**src/rtl/collision_judge.sv**
```systemverilog
// collision_judge: per-frame Mario/barrel collision and scoring stage.
// Samples both sprite positions on frame_tick. At the following edge it checks
// for a bounding-box overlap (a hit) and for a barrel passing from one side of
// Mario to the other (a score). It also tracks lives, score and game phase.
// Ports:
//   CLOCK_50   - system clock
//   resetn     - asynchronous active-low reset
//   start      - game-enable level; low returns the game to IDLE
//   frame_tick - one-cycle pulse per frame; positions valid while high
//   mar_x/y    - Mario top-left position
//   bar_x/y    - barrel top-left position
//   lives      - remaining lives
//   score      - barrels cleared, saturating at 255
//   hit        - one-cycle pulse on a counted collision
//   playing    - high in PLAY or COOL
//   game_over  - high in OVER
module collision_judge #(
   parameter int unsigned MAR_W      = 4,
   parameter int unsigned MAR_H      = 4,
   parameter int unsigned BAR_W      = 4,
   parameter int unsigned BAR_H      = 4,
   parameter int unsigned LIVES_INIT = 3,
   parameter int unsigned COOLDOWN   = 25000000,
   parameter int unsigned CNT_W      = 25
) (
   input  logic       CLOCK_50,
   input  logic       resetn,
   input  logic       start,
   input  logic       frame_tick,
   input  logic [7:0] mar_x,
   input  logic [6:0] mar_y,
   input  logic [7:0] bar_x,
   input  logic [6:0] bar_y,
   output logic [1:0] lives,
   output logic [7:0] score,
   output logic       hit,
   output logic       playing,
   output logic       game_over
);

   typedef enum logic [1:0] {StIdle, StPlay, StCool, StOver} state_e;
   typedef enum logic [1:0] {SideNone, SideLeft, SideRight, SideMid} side_e;

   state_e           state_q;
   side_e            side;
   side_e            last_side_q;
   logic             hit_since_side_q;
   logic [CNT_W-1:0] cnt_q;

   logic [7:0] mar_x_q, bar_x_q;
   logic [6:0] mar_y_q, bar_y_q;
   logic       eval_q;

   // Widened by one bit so that the right/bottom edges never wrap.
   logic [8:0] mar_x_end, bar_x_end, mar_x_w, bar_x_w;
   logic [7:0] mar_y_end, bar_y_end, mar_y_w, bar_y_w;
   logic       overlap;

   assign mar_x_w   = {1'b0, mar_x_q};
   assign bar_x_w   = {1'b0, bar_x_q};
   assign mar_y_w   = {1'b0, mar_y_q};
   assign bar_y_w   = {1'b0, bar_y_q};
   assign mar_x_end = mar_x_w + 9'(MAR_W);
   assign bar_x_end = bar_x_w + 9'(BAR_W);
   assign mar_y_end = mar_y_w + 8'(MAR_H);
   assign bar_y_end = bar_y_w + 8'(BAR_H);

   assign overlap = (mar_x_w < bar_x_end) && (bar_x_w < mar_x_end) &&
                    (mar_y_w < bar_y_end) && (bar_y_w < mar_y_end);

   always_comb begin
      side = SideMid;
      if (bar_x_end <= mar_x_w) begin
         side = SideLeft;
      end else if (bar_x_w >= mar_x_end) begin
         side = SideRight;
      end
   end

   // Position capture; eval marks the cycle in which the copies are judged.
   always_ff @(posedge CLOCK_50 or negedge resetn) begin
      if (!resetn) begin
         mar_x_q <= '0;
         mar_y_q <= '0;
         bar_x_q <= '0;
         bar_y_q <= '0;
         eval_q  <= 1'b0;
      end else begin
         eval_q <= frame_tick;
         if (frame_tick) begin
            mar_x_q <= mar_x;
            mar_y_q <= mar_y;
            bar_x_q <= bar_x;
            bar_y_q <= bar_y;
         end
      end
   end

   always_ff @(posedge CLOCK_50 or negedge resetn) begin
      if (!resetn) begin
         state_q          <= StIdle;
         lives            <= 2'(LIVES_INIT);
         score            <= '0;
         hit              <= 1'b0;
         playing          <= 1'b0;
         game_over        <= 1'b0;
         cnt_q            <= '0;
         last_side_q      <= SideNone;
         hit_since_side_q <= 1'b0;
      end else begin
         hit <= 1'b0;
         if (!start && state_q != StIdle) begin
            // Abort wins over any overlap judged in the same cycle.
            state_q   <= StIdle;
            lives     <= 2'(LIVES_INIT);
            score     <= '0;
            playing   <= 1'b0;
            game_over <= 1'b0;
            cnt_q     <= '0;
         end else begin
            unique case (state_q)
               StIdle: begin
                  lives     <= 2'(LIVES_INIT);
                  score     <= '0;
                  playing   <= 1'b0;
                  game_over <= 1'b0;
                  if (start) begin
                     state_q          <= StPlay;
                     playing          <= 1'b1;
                     last_side_q      <= SideNone;
                     hit_since_side_q <= 1'b0;
                  end
               end
               StPlay: begin
                  if (eval_q) begin
                     // An overlap is always MID, so a hit never coincides with scoring.
                     if (overlap) begin
                        hit              <= 1'b1;
                        lives            <= lives - 2'd1;
                        hit_since_side_q <= 1'b1;
                        if (lives == 2'd1) begin
                           state_q   <= StOver;
                           playing   <= 1'b0;
                           game_over <= 1'b1;
                        end else begin
                           state_q <= StCool;
                           cnt_q   <= CNT_W'(COOLDOWN - 1);
                        end
                     end else if (side != SideMid) begin
                        if (last_side_q != SideNone && side != last_side_q &&
                            !hit_since_side_q && score != 8'hFF) begin
                           score <= score + 8'd1;
                        end
                        last_side_q      <= side;
                        hit_since_side_q <= 1'b0;
                     end
                  end
               end
               StCool: begin
                  // Side tracking continues so a crossing made here is never scored.
                  if (eval_q && side != SideMid) begin
                     last_side_q      <= side;
                     hit_since_side_q <= 1'b0;
                  end
                  if (cnt_q == '0) begin
                     state_q <= StPlay;
                  end else begin
                     cnt_q <= cnt_q - CNT_W'(1);
                  end
               end
               StOver: begin
                  lives     <= 2'd0;
                  game_over <= 1'b1;
                  playing   <= 1'b0;
               end
               default: state_q <= StIdle;
            endcase
         end
      end
   end

endmodule

```
**config.mk**
```make
export PLATFORM = sky130hd
export DESIGN_NAME = collision_judge
export DESIGN_NICKNAME = d
export VERILOG_FILES = /design/src/rtl/collision_judge.sv
export SDC_FILE = /design/constraint.sdc
export NUM_CORES = 1
export LEC_CHECK = 0
export ABC_AREA = 1
export BUFFER_PORTS_ARGS = -buffer_cell sky130_fd_sc_hd__buf_4
export CORE_UTILIZATION = 30
export CTS_CLUSTER_SIZE = 16
export DETAILED_ROUTE_END_ITERATION = 7
export PLACE_DENSITY = 0.45
export SYNTH_ARGS = -nofsm -noshare
export SYNTH_HDL_FRONTEND = slang
export SYNTH_SLANG_ARGS = --single-unit
```
**constraint.sdc**
```tcl
create_clock -name CLOCK_50 -period 5.7 [get_ports CLOCK_50]
set_input_delay 0.285 -clock CLOCK_50 [delete_from_list [all_inputs] [get_ports CLOCK_50]]
set_output_delay 0.285 -clock CLOCK_50 [all_outputs]
set_load 0.05 [all_outputs]
```
-- Yosys cells after proc, flatten, opt, wreduce, memory -nomap -nowiden
Cells that the tools add are included.
- $add $sub $neg: 7
- multipliers: 0
- divide/modulo/power cells: 0
- magnitude comparators: 6
- eq/ne operators: 23
- shift-type cells: 0
- muxes and demuxes: 52
- bitwise operators: 1
- reduce and logical (&&, ||, !) cells: 26
- operators by type and width (operator ; count):
    2-to-1 mux 25 bit ; 5
    one-hot mux 25 bit (2 select lines) ; 1
    2-to-1 mux 8 bit ; 5
    != test 3 bit (second input constant) ; 11
    2-to-1 mux 2 bit ; 14
    logical NOT 25 bit ; 1
    subtractor 25 x 1 -> 25 bit (second input constant) ; 1
    2-to-1 mux 1 bit ; 20
    adder 8 x 3 -> 9 bit (second input constant) ; 2
    < comparator 8 x 9 -> 1 bit ; 2
    one-hot mux 2 bit (3 select lines) ; 3
    adder 7 x 3 -> 8 bit (second input constant) ; 2
    < comparator 7 x 8 -> 1 bit ; 2
    one-hot mux 8 bit (2 select lines) ; 1
    AND reduction 5 bit ; 3
    != test 2 bit (second input constant) ; 6
    >= comparator 8 x 9 -> 1 bit ; 1
    <= comparator 9 x 8 -> 1 bit ; 1
    one-hot mux 1 bit (3 select lines) ; 3
    nonzero test 3 bit ; 3
    adder 8 x 1 -> 8 bit (second input constant) ; 1
    logical AND 1 bit ; 8
    != test 8 bit (second input constant) ; 1
    nonzero test 4 bit ; 2
    12 further kinds ; 16
- register bits after elaboration: 74
- latch bits: 0
- bits in writable memories: 0
- ROM bits: 0
- bits of input ports: 34
- output and inout port bits: 13
- logic and storage cells: 129
- memories: 0

-- Logic depth before layout (Yosys ltp)
Gate-level depths: netlist of the first run.
- depth in word-level cells: 14
- gate-level depth with buffers: 18

-- Worst setup path after synthesis of the first run
No wires, ideal clock.
- path type: flip-flop to flip-flop
- start point: reg mar_x_q[4]
- end point: reg cnt_q[3]
- setup time: 123 ps
- arrival: 2361 ps
- required time: 5577 ps
- path slack: 3216 ps
- cell stages (with the launch flop): 18
- path buffers: 1
- cell sequence: dfrtp_1 > inv_1 > nor3_1 > nand3_1 > xor2_1 > inv_1 > ha_1 > inv_1 > nor2_1 > o21ai_1 > nand2_2 > nor2_4 > nand3_4 > nand2_4 > nand3b_4 > buf_6 > nand2_1 > o21ai_2
- cells in the longest elaborated chain, start to end: 7
- elaborated cells between the ends (all ways): 8
- ends and longest elaborated chain (item ; RTL line ; source):
    start, declared ; 50 ; logic [7:0] mar_x_q, bar_x_q;
    start signal, assigned ; 91 ; mar_x_q <= mar_x;
    adder 8 x 3 -> 9 bit ; 63 ; assign mar_x_end = mar_x_w + 9'(MAR_W);
    < comparator 8 x 9 -> 1 bit ; 68 ; assign overlap = (mar_x_w < bar_x_end) && (bar_x_w < mar_x_end) &&
    logical AND 1 bit (*) (2 in series) ; 68 ;
    logical AND 1 bit (*) ; 69 ; (mar_y_w < bar_y_end) && (bar_y_w < mar_y_end);
    != test 3 bit (no line) (*) ; n/a ;
    AND reduction 5 bit (no line) (*) ; n/a ;
    end signal, assigned ; 147 ; cnt_q <= CNT_W'(COOLDOWN - 1);
    end signal, assigned ; 168 ; cnt_q <= cnt_q - CNT_W'(1);
    end, declared ; 48 ; logic [CNT_W-1:0] cnt_q;
Every way passes the cells marked *; elsewhere a longest branch is shown, timed or not.
A chain may end at the register's enable or synchronous reset.

-- Worst setup path after layout of the first run
- start point: reg bar_x_q[4]
- end point: reg cnt_q[4]
- cells in the longest elaborated chain, start to end: 7
- elaborated cells between the ends (all ways): 8
- ends and longest elaborated chain (item ; RTL line ; source):
    start, declared ; 50 ;
    start signal, assigned ; 93 ; bar_x_q <= bar_x;
    adder 8 x 3 -> 9 bit ; 64 ; assign bar_x_end = bar_x_w + 9'(BAR_W);
    < comparator 8 x 9 -> 1 bit ; 68 ;
    logical AND 1 bit (*) (2 in series) ; 68 ;
    logical AND 1 bit (*) ; 69 ;
    != test 3 bit (no line) (*) ; n/a ;
    AND reduction 5 bit (no line) (*) ; n/a ;
Marks and branches as above.

==> impl_metrics.ini, run 1 <==
[synthesis]
yosysTopAreaCell = dfrtp_1
yosys.area_share.adder = 0.0864
ys_warn_count = 0
synth-xor-area-share = 0.0286
synth_area_um2 = 5210
synthSimpleGateAreaFrac = 0.296
synth_top_family_by_area = simple AND/OR/NAND/NOR gates
ys_types = 41
syn_avg_cell_area_um2 = 7.71
synth_top_area_share = 0.346
synthMuxAreaShare = 0.0216
yosysSeqAreaShare = 0.356
syn_nets = 746
synth_edf_count = 0
ys_async_sr_fraction = 1.00
ys.flop_type = dfrtp_1
syn_inst = 676
ys_seq_elements = 74
synth_compound_area_frac = 0.136
synth.area.top_cells = dfrtp_1 35%, nand2_1 11%, ha_1 8.6%

[cts]
cts_buffer_depth = 2
insertion_delay_ps = 340
cts_buffers = 9
cts_setup_buffers = 0
clockRootBuffer = clkbuf_16
cts.sinks = 74
ctsHoldBuffers = 0
cts_tree = yes
path_clk_slew_ps = 60
htreeDepth = 3
ctsResizeCount = 0

[floorplanning]
die_h_um = 134
core_area_um2 = 16800
die-area_um2 = 17900
ios = 47
start_util = 0.311
die_x_um = 134
rows = 47

[sta]
setup_slack_ps = 2350
worst_slew_pin_slew_ps = 982
hold_viol = 0
period_needed_ps = 3350
slew_headroom = 0.345
finalSetupTns_ps = 0
setup_viol = 0
period_share = 0.588
clock.fmax_mhz = 298
slew_violations = 0
rsz0062_at_grt = false
skew_ps = 6.02

[setup_path]
worstSetupStartpointType = flop
crit_slowest_cell = nand3b_4
cp_top_family = simple AND/OR/NAND/NOR gates
worstPathArrival_ps = 3560
worstPathMaxFanout = 50
path_cells = nand3_1 -> nor3_1 -> xor2_1 -> inv_1 -> ha_1 -> inv_1 -> o21bai_1 -> nor2_1 -> nand2_1 -> nand2_1 -> nand2_1 -> nor2_4 -> nand3_4 -> nand2_4 -> nand3b_4 -> nand2_1 -> o21ai_2
cpPeakStageDelay_ps = 580
path_buf_inv = 2
worstPathRequired_ps = 5900
crit_top_cell = nand2_1
cp-end-kind = flop
path_class = flop to flop

[routing]
vias = 4369
wl_met2_um = 5490
drt_iter0_markers = 163
avgViaCountPerCell = 4.64
drtAntennaViolNets = 0
wl_met3_um = 375
dr.max_layer_used = met4
route.detailed.drc = 0
wl_per_cell_um = 12.6
drtPass1Iterations = 4
wl_met1_um = 5920
wirelength_um = 11900

[global_routing]
grt_pass1_vias = 4385
grt_pass1_wl_um = 20900
gr-total-overflow = 0
antenna_found_initial = 0
globalRouteTotalUtil = 0.145
grt_max_degree = 75

[place]
gp_congestion = 0.809
dp.final_hpwl_um = 8620
place_ws_ps = 2330
port_buffers = 46

[pwr]
power_frac_seq = 0.299
clock_power_share = 0.223
p_switching_mw = 1.20
p_comb_frac = 0.479
internal_power_mw = 1.45
ir_drop_uv = 266
p_sw_frac = 0.453
power_leakage_nw = 2.93
p_per_area_nw_per_um2 = 438

[worst_hold_path]
min_path_type = primary input to async pin

[job]
drv_cap = 0

[finish]
diodes = 0
drive_gt1_frac = 0.204
syn2layout_area_growth_pct = 15.9
nets = 787

[status]
status = finished, final reports clean
-- synth_stat cells, drive strengths merged, types with 4 or more instances --
cell,n
nand2,173
o21ai,78
inv,77
dfrtp,72
nor2,69
nand3,43
ha,36
a21oi,26
nand4,18
xor2,12
mux2,10
nor3,10
clkbuf,9
buf,7
nand3b,7
or2,6
xnor2,5
nor4,4
o21bai,4
-- cell type report --
type / count / area, µm²
clock inverters: 4 / 50.0
fillers: 1779 / 10700
inverters: 79 / 297
clock buffers: 12 / 256
multi-input cells: 507 / 2960
flip-flops and latches: 74 / 1850
well taps: 220 / 275
repair buffers: 46 / 345
-- registers in the layout, summed over array words and instances (netlist names), 2 cells and up --
| signal | flops |
|---|---|
| mar_x_q | 8 |
| mar_y_q | 7 |
| lives | 2 |
| last_side_q | 2 |
| cnt_q | 25 |
| state_q | 2 |
| bar_x_q | 8 |
| score | 8 |
| bar_y_q | 7 |
-- routing by layer --
layer | track usage | vias to the layer above
li1 | - | 2302
met1 | 0.194 | 1993
met2 | 0.233 | 65
met3 | 0.0344 | 9
met4 | 0.0436 | 0
met5 | 0 | -
-- worst paths after layout --
kind	startpoint	slack (ps)	cells past startpoint	end
worst max-delay path	bar_x_q[4]	2350	17	cnt_q[4]
worst min-delay path	resetn	110	1	cnt_q[8]
worst max register to register	bar_x_q[4]	2350	17	cnt_q[4]
worst min register to register	hit_since_side_q	470	2	hit_since_side_q
max in group asynchronous	resetn	4970	1	mar_x_q[4]
min in group CLOCK_50	mar_y[1]	150	3	mar_y_q[1]
-- metrics by stage --
stage | hold WS (ps) | total power [mW] | cells | area (µm²) | util
CTS | 132 | 2.69 | 942 | 6040 | 0.360
detailed placement | 462 | 2.08 | 926 | 5730 | 0.342
global placement | 462 | 2.06 | 926 | 5730 | 0.342
global route | 155 | 2.90 | 942 | 6040 | 0.360
finish | 105 | 2.65 | 942 | 6040 | 0.360
floorplan | -10.6 | 1.84 | 676 | 5210 | -
-- cell usage in the layout, fill, tap and decap left out, drive strengths merged, types with 12 or more instances in the layout --
| cell type | instances |
|---|---|
| nand4 | 18 |
| nand3 | 43 |
| clkbuf | 12 |
| a21oi | 26 |
| ha | 36 |
| xor2 | 12 |
| nand2 | 173 |
| o21ai | 78 |
| buf | 46 |
| inv | 77 |
| nor2 | 69 |
| dfrtp | 72 |
-- power groups by stage --
| stage | registers (mW) | logic, mW | clock network, mW |
|---|---|---|---|
| final | 0.790 | 1.27 | 0.590 |
| after global routing | 0.810 | 1.46 | 0.631 |
| after CTS | 0.791 | 1.29 | 0.616 |
| after detailed placement | 0.799 | 1.28 | 0 |
| after global placement | 0.797 | 1.26 | 0 |
| after floorplan | 0.824 | 1.02 | 0 |
-- cells by family (layout without fill, tap and decap cells) --
group,after synthesis,after routing
AO/OA/AOI/OAI,114,114
XOR/XNOR,17,17
adder cells (fa/ha/maj),36,36
buffers and inverters,95,141
flip-flops,74,74
multiplexers,10,10
AND/OR/NAND/NOR,330,330
(Power assumes the default switching activity.)
==> run 2: changes to the inputs <==
- clock period: 5.7 -> 3.4 ns (I/O delays scaled with it)
==> run 2 against run 1 <==
  * The flow now finishes with violations (negative hold slack)
  * Clock skew is 2.6 ps higher
  * Die area stayed put
  * Hold slack worse by 110 ps
  * Count of clock-buffer cells in the layout is 3 lower
  * Global-route usage is 0.28 points higher
  * Core utilization is 0.43 points higher
  * Sequential cell count stayed put
  * Cell count is 0.64% higher
  * Cell area is 1.2% higher
  * Sequential power is 68% higher
  * Sequential share of layout area is 0.36 points lower
==> impl_metrics.ini, run 2 (synthesis results as in run 1) <==
[place]
dp.cells = 932
gp_congestion = 0.806
dp.final_hpwl_um = 9020
placed_cell_area_um2 = 5820
port_buffers = 46
place_ws_ps = 450

[finish]
regMostFlops = cnt_q
nFillCells = 1773
regArea_um2 = 1850
drive_gt1_frac = 0.212
largest_reg_flops = 25
syn2layout_area_growth_pct = 17.3
final_common_cell = nand2_1
multi_input_area_um2 = 2960
fin_area_um2 = 6110
stdcell_count = 948
final_cell_mix = 149 x nand2_1, 75 x inv_1, 72 x dfrtp_1, 60 x nor2_1, 49 x buf_4
finish.utilization = 0.365
diodes = 0
nets = 793

[status]
status = finished with violations
violations = negative hold slack

[pwr]
p_per_area_nw_per_um2 = 750
power_mw = 4.58
power_leakage_nw = 2.97
ir_drop_uv = 325

[floorplanning]
die_h_um = 134
rows = 47
die-area_um2 = 17900
start_util = 0.311
core_area_um2 = 16800
die_x_um = 134
ios = 47

[sta]
finalSetupTns_ps = 0
skew_ps = 8.59
slew_headroom = 0.342
rsz0062_at_grt = false
hold_viol = 6
period_share = 0.867
setup_slack_ps = 451
whs_ps = -7.46
setup_viol = 0
clock.fmax_mhz = 339
slew_violations = 0
period_needed_ps = 2950
worst_slew_pin_slew_ps = 987

[setup_path]
cp_top_family = simple AND/OR/NAND/NOR gates
path_cells = inv_1 -> nor3_1 -> nand3_1 -> xor2_1 -> inv_1 -> ha_1 -> inv_1 -> nor2_1 -> o21ai_1 -> nand2_2 -> nor2_4 -> nand3_4 -> nand2_4 -> nand3b_4 -> buf_12 -> nand2_1 -> o21ai_2
r2r_slack_ps = 450
path_class = flop to flop
path_buf_inv = 4
crit_slowest_cell = dfrtp_1
worstPathMaxFanout = 15
crit_top_cell = inv_1
cpPeakStageDelay_ps = 410
worstPathArrival_ps = 3180
cp-end-kind = flop
worstPathRequired_ps = 3630
worstSetupStartpointType = flop

[global_routing]
grt.met1_usage = 0.204
grt_pass1_wl_um = 21400
grt_pass1_vias = 4347
antenna_found_initial = 0
gr-total-overflow = 0
use_met2 = 0.231
grt_max_degree = 75
globalRouteTotalUtil = 0.148
grt_util_met3 = 0.0238
grt-busiest-layer = met2

[routing]
avgViaCountPerCell = 4.73
wirelength_um = 12200
vias = 4480
route.detailed.drc = 0
drt_iter0_markers = 161
wl_per_cell_um = 12.9
drtPass1Iterations = 4
drtAntennaViolNets = 0

[cts]
insertion_delay_ps = 340
ctsResizeCount = 0
clockRootBuffer = clkbuf_16
cts_tree = yes
htreeDepth = 3
path_clk_slew_ps = 60
cts_buffers = 9
cts_buffer_depth = 2
cts_setup_buffers = 0
ctsHoldBuffers = 0
cts.sinks = 74

[worst_hold_path]
min_path_type = primary input to async pin

[job]
drv_cap = 0
[run 2: cell types whose count changed in the layout (fill, tap and decap cells not counted)]
| cell | previous run | this run |
|---|---|---|
| buf_12 | 0 | 3 |
| buf_4 | 46 | 49 |
| clkbuf_1 | 1 | 0 |
| clkbuf_8 | 2 | 0 |
| clkinv_2 | 1 | 3 |
| clkinv_4 | 0 | 2 |
| clkinvlp_4 | 2 | 1 |
[run 2: area by class of cell]
class,count,share of cell area
clock buffers,9,0.0369
clock inverters,7,0.0115
inverters,79,0.0485
multi-input cells,507,0.485
flip-flops and latches,74,0.303
well taps,220,0.0450
repair buffers,52,0.0700
[run 2: path summary, 6_finish.rpt]
check	startpoint	endpoint	cells after the start
max	mar_x_q[4]	cnt_q[5]	17
min	resetn	cnt_q[7]	1
max reg2reg	mar_x_q[4]	cnt_q[5]	17
min reg2reg	hit_since_side_q	hit_since_side_q	2
max in group asynchronous	resetn	score[0]	1
min in group CLOCK_50	mar_y[1]	mar_y_q[1]	3
[run 2: metal layers]
metal | up-vias | wire length [µm]
li1 | 2326 | -
met1 | 2078 | 6230
met2 | 65 | 5470
met3 | 11 | 321
met4 | 0 | 194
met5 | - | 0
[run 2: worst register-to-register path: cells and delay by family, from the launching register on]
family          cells  cell delay, ps
fa+ha+maj           1             280
simple gates        9            1270
xor+xnor            1             160
flops               1             410
buf+inv             4             480
compound gates      2             240
[run 2: power by group]
group	internal, mW	total [mW]	switching [mW]
Combinational	0.842	2.29	1.45
Clock	0.567	0.965	0.399
Sequential	1.10	1.33	0.224
Total	2.51	4.58	2.07
==> run 3: changes to the inputs <==
- ABC_AREA: 1 -> default
- CORE_UTILIZATION: 30 -> 45
- PLACE_DENSITY: 0.45 -> 0.62
==> run 3 against run 2 <==
  * The flow now finishes without violations
  * Hold slack gained 18 ps
  * Non-clock buffer count is 10 higher
  * Worst setup slack worse by 250 ps
  * Critical path depth fell by 6
  * Synthesized area decreased by 3.5%
  * Sequential power shrank 7%
==> impl_metrics.ini, run 3 <==
[floorplanning]
start_util = 0.464
die_x_um = 108
core_area_um2 = 10800
die-area_um2 = 11600
rows = 38
ios = 47
die_h_um = 108

[synthesis]
syn_avg_cell_area_um2 = 9.78
ys_warn_count = 0
synth_commonest_cells = 72 x dfrtp_1, 45 x nand2_1, 36 x ha_1, 30 x inv_1, 30 x o21ai_0
ys_async_sr_fraction = 1.00
ys_seq_elements = 74
syn_nets = 584
yosysSeqAreaShare = 0.369
yosysTopAreaCell = dfrtp_1
synth.area.top_cells = dfrtp_1 36%, ha_1 9.0%, mux2_2 4.3%
synth_area_um2 = 5030
ys.flop_type = dfrtp_1
synth_top_area_share = 0.358
syn_inst = 514
synth_edf_count = 0
ys_types = 74
yosys.cell_count.top_type = dfrtp_1

[routing]
wirelength_um = 11800
drtAntennaViolNets = 0
vias = 4155
wl_per_cell_um = 16.8
drtPass1Iterations = 4
avgViaCountPerCell = 5.89
route.detailed.drc = 0
drt_iter0_markers = 268

[global_routing]
grt_max_degree = 75
grt_pass1_wl_um = 20100
antenna_found_initial = 0
grt_pass1_vias = 4109
gr-total-overflow = 0
globalRouteTotalUtil = 0.220

[cts]
cts_tree = yes
insertion_delay_ps = 370
clockRootBuffer = clkbuf_8
htreeDepth = 3
cts.sinks = 74
cts_setup_buffers = 0
path_clk_slew_ps = 80
cts_buffer_depth = 2
cts_buffers = 9

[sta]
whs_ps = 10.4
period_share = 0.942
setup_viol = 0
finalSetupTns_ps = 0
clock.fmax_mhz = 312
period_needed_ps = 3200
rsz0062_at_grt = false
hold_viol = 0
worst_slew_pin_slew_ps = 970
skew_ps = 9.10
slew_headroom = 0.353
slew_violations = 0

[place]
placed_cell_area_um2 = 5550
port_buffers = 46
dp.final_hpwl_um = 8360
gp_congestion = 0.824

[setup_path]
worstPathArrival_ps = 3450
cp-end-kind = flop
worstSetupStartpointType = flop
worstPathMaxFanout = 14
worstPathRequired_ps = 3650
path_class = flop to flop

[finish]
fin_area_um2 = 5750
final_cell_mix = 72 x dfrtp_1, 60 x buf_4, 45 x nand2_1, 36 x ha_1
drive_gt1_frac = 0.226
diodes = 0
largest_reg_flops = 25
regMostFlops = cnt_q
nets = 632
finish.utilization = 0.531
final_common_cell = dfrtp_1
syn2layout_area_growth_pct = 14.4

[job]
drv_cap = 0

[pwr]
power_leakage_nw = 2.52
p_per_area_nw_per_um2 = 693
ir_drop_uv = 261
power_mw = 3.99

[worst_hold_path]
min_path_type = primary input to flop

[status]
status = finished, final reports clean
[run 3: changes by cell type after synthesis, moves of 9 or more]
cell     previous run  this run
or3_1               0        12
mux2_2             10        19
nand2_1           149        45
a31oi_1             2        12
nand4_1            17         3
o21ai_0            44        30
nand2_2            23         0
o21ai_2            26         0
nand3_1            40        15
nor2_1             60        23
inv_1              75        30
o22a_1              0         9
[run 3: final timing paths]
path	from	end	slack, ps	cells past startpoint
max in group asynchronous	resetn	cnt_q[13]	2270	2
min in group asynchronous	resetn	mar_x_q[6]	500	2
worst min-delay path	mar_x[3]	mar_x_q[3]	10	3
worst max-delay path	mar_x_q[2]	cnt_q[8]	200	11
worst max register to register	mar_x_q[2]	cnt_q[8]	200	11
worst min register to register	game_over	game_over	500	1
[run 3: cell families after synthesis]
| kind of cell | after synthesis | share of synthesized area |
|---|---|---|
| simple gates | 150 | 0.160 |
| buf+inv | 55 | 0.0453 |
| xor+xnor | 15 | 0.0261 |
| fa+ha+maj | 36 | 0.0896 |
| compound gates | 155 | 0.245 |
| flops | 74 | 0.369 |
| mux | 29 | 0.0644 |
[run 3: layout make-up]
class	instances	area, µm²
multi-input cells	385	2960
repair buffers	62	470
clock inverters	3	40.0
well taps	140	175
clock buffers	12	145
flip-flops and latches	74	1850
inverters	30	113
fillers	995	5090
[run 3: per-layer routing]
metal / track usage / share of wire / vias to the layer above
met2: 0.364 / 0.48 / 73
li1: - / - / 2035
met3: 0.0327 / 0.029 / 11
met4: 0.0753 / 0.013 / 0
met5: 0 / 0 / -
met1: 0.293 / 0.48 / 2036
[run 3: repair_timing]
| item | in CTS | in global routing |
|---|---|---|
| hold endpoints to repair | 4 | 0 |
| gates resized for setup | 0 | 1 |
| hold buffers | 2 | 0 |
| endpoints found under the setup margin | 0 | 13 |
[run 3: worst max-delay path, stage by stage, from the launching register on]
cell     delay, ps
dfrtp_1        440
ha_1           210
nand3_1        150
xnor2_1        170
ha_1           300
a21o_1         200
a21oi_2        200
a21oi_1        190
o31a_4         470
buf_4          230
o31a_1         310
a31o_2         220
[run 3: through the flow]
stage,setup slack [ps],cells
3_5_place_dp,160,689
6_report,198,706
5_1_grt,10.9,706
2_1_floorplan,487,514
4_1_cts,121,706
3_3_place_gp,300,689
[run 3: power by group]
group	internal, mW	total, mW	switching, mW	leakage (nW)
combinational	0.878	2.05	1.17	1.54
sequential	1.05	1.24	0.189	0.889
clock	0.354	0.697	0.343	0.0962
total	2.29	3.99	1.70	2.52
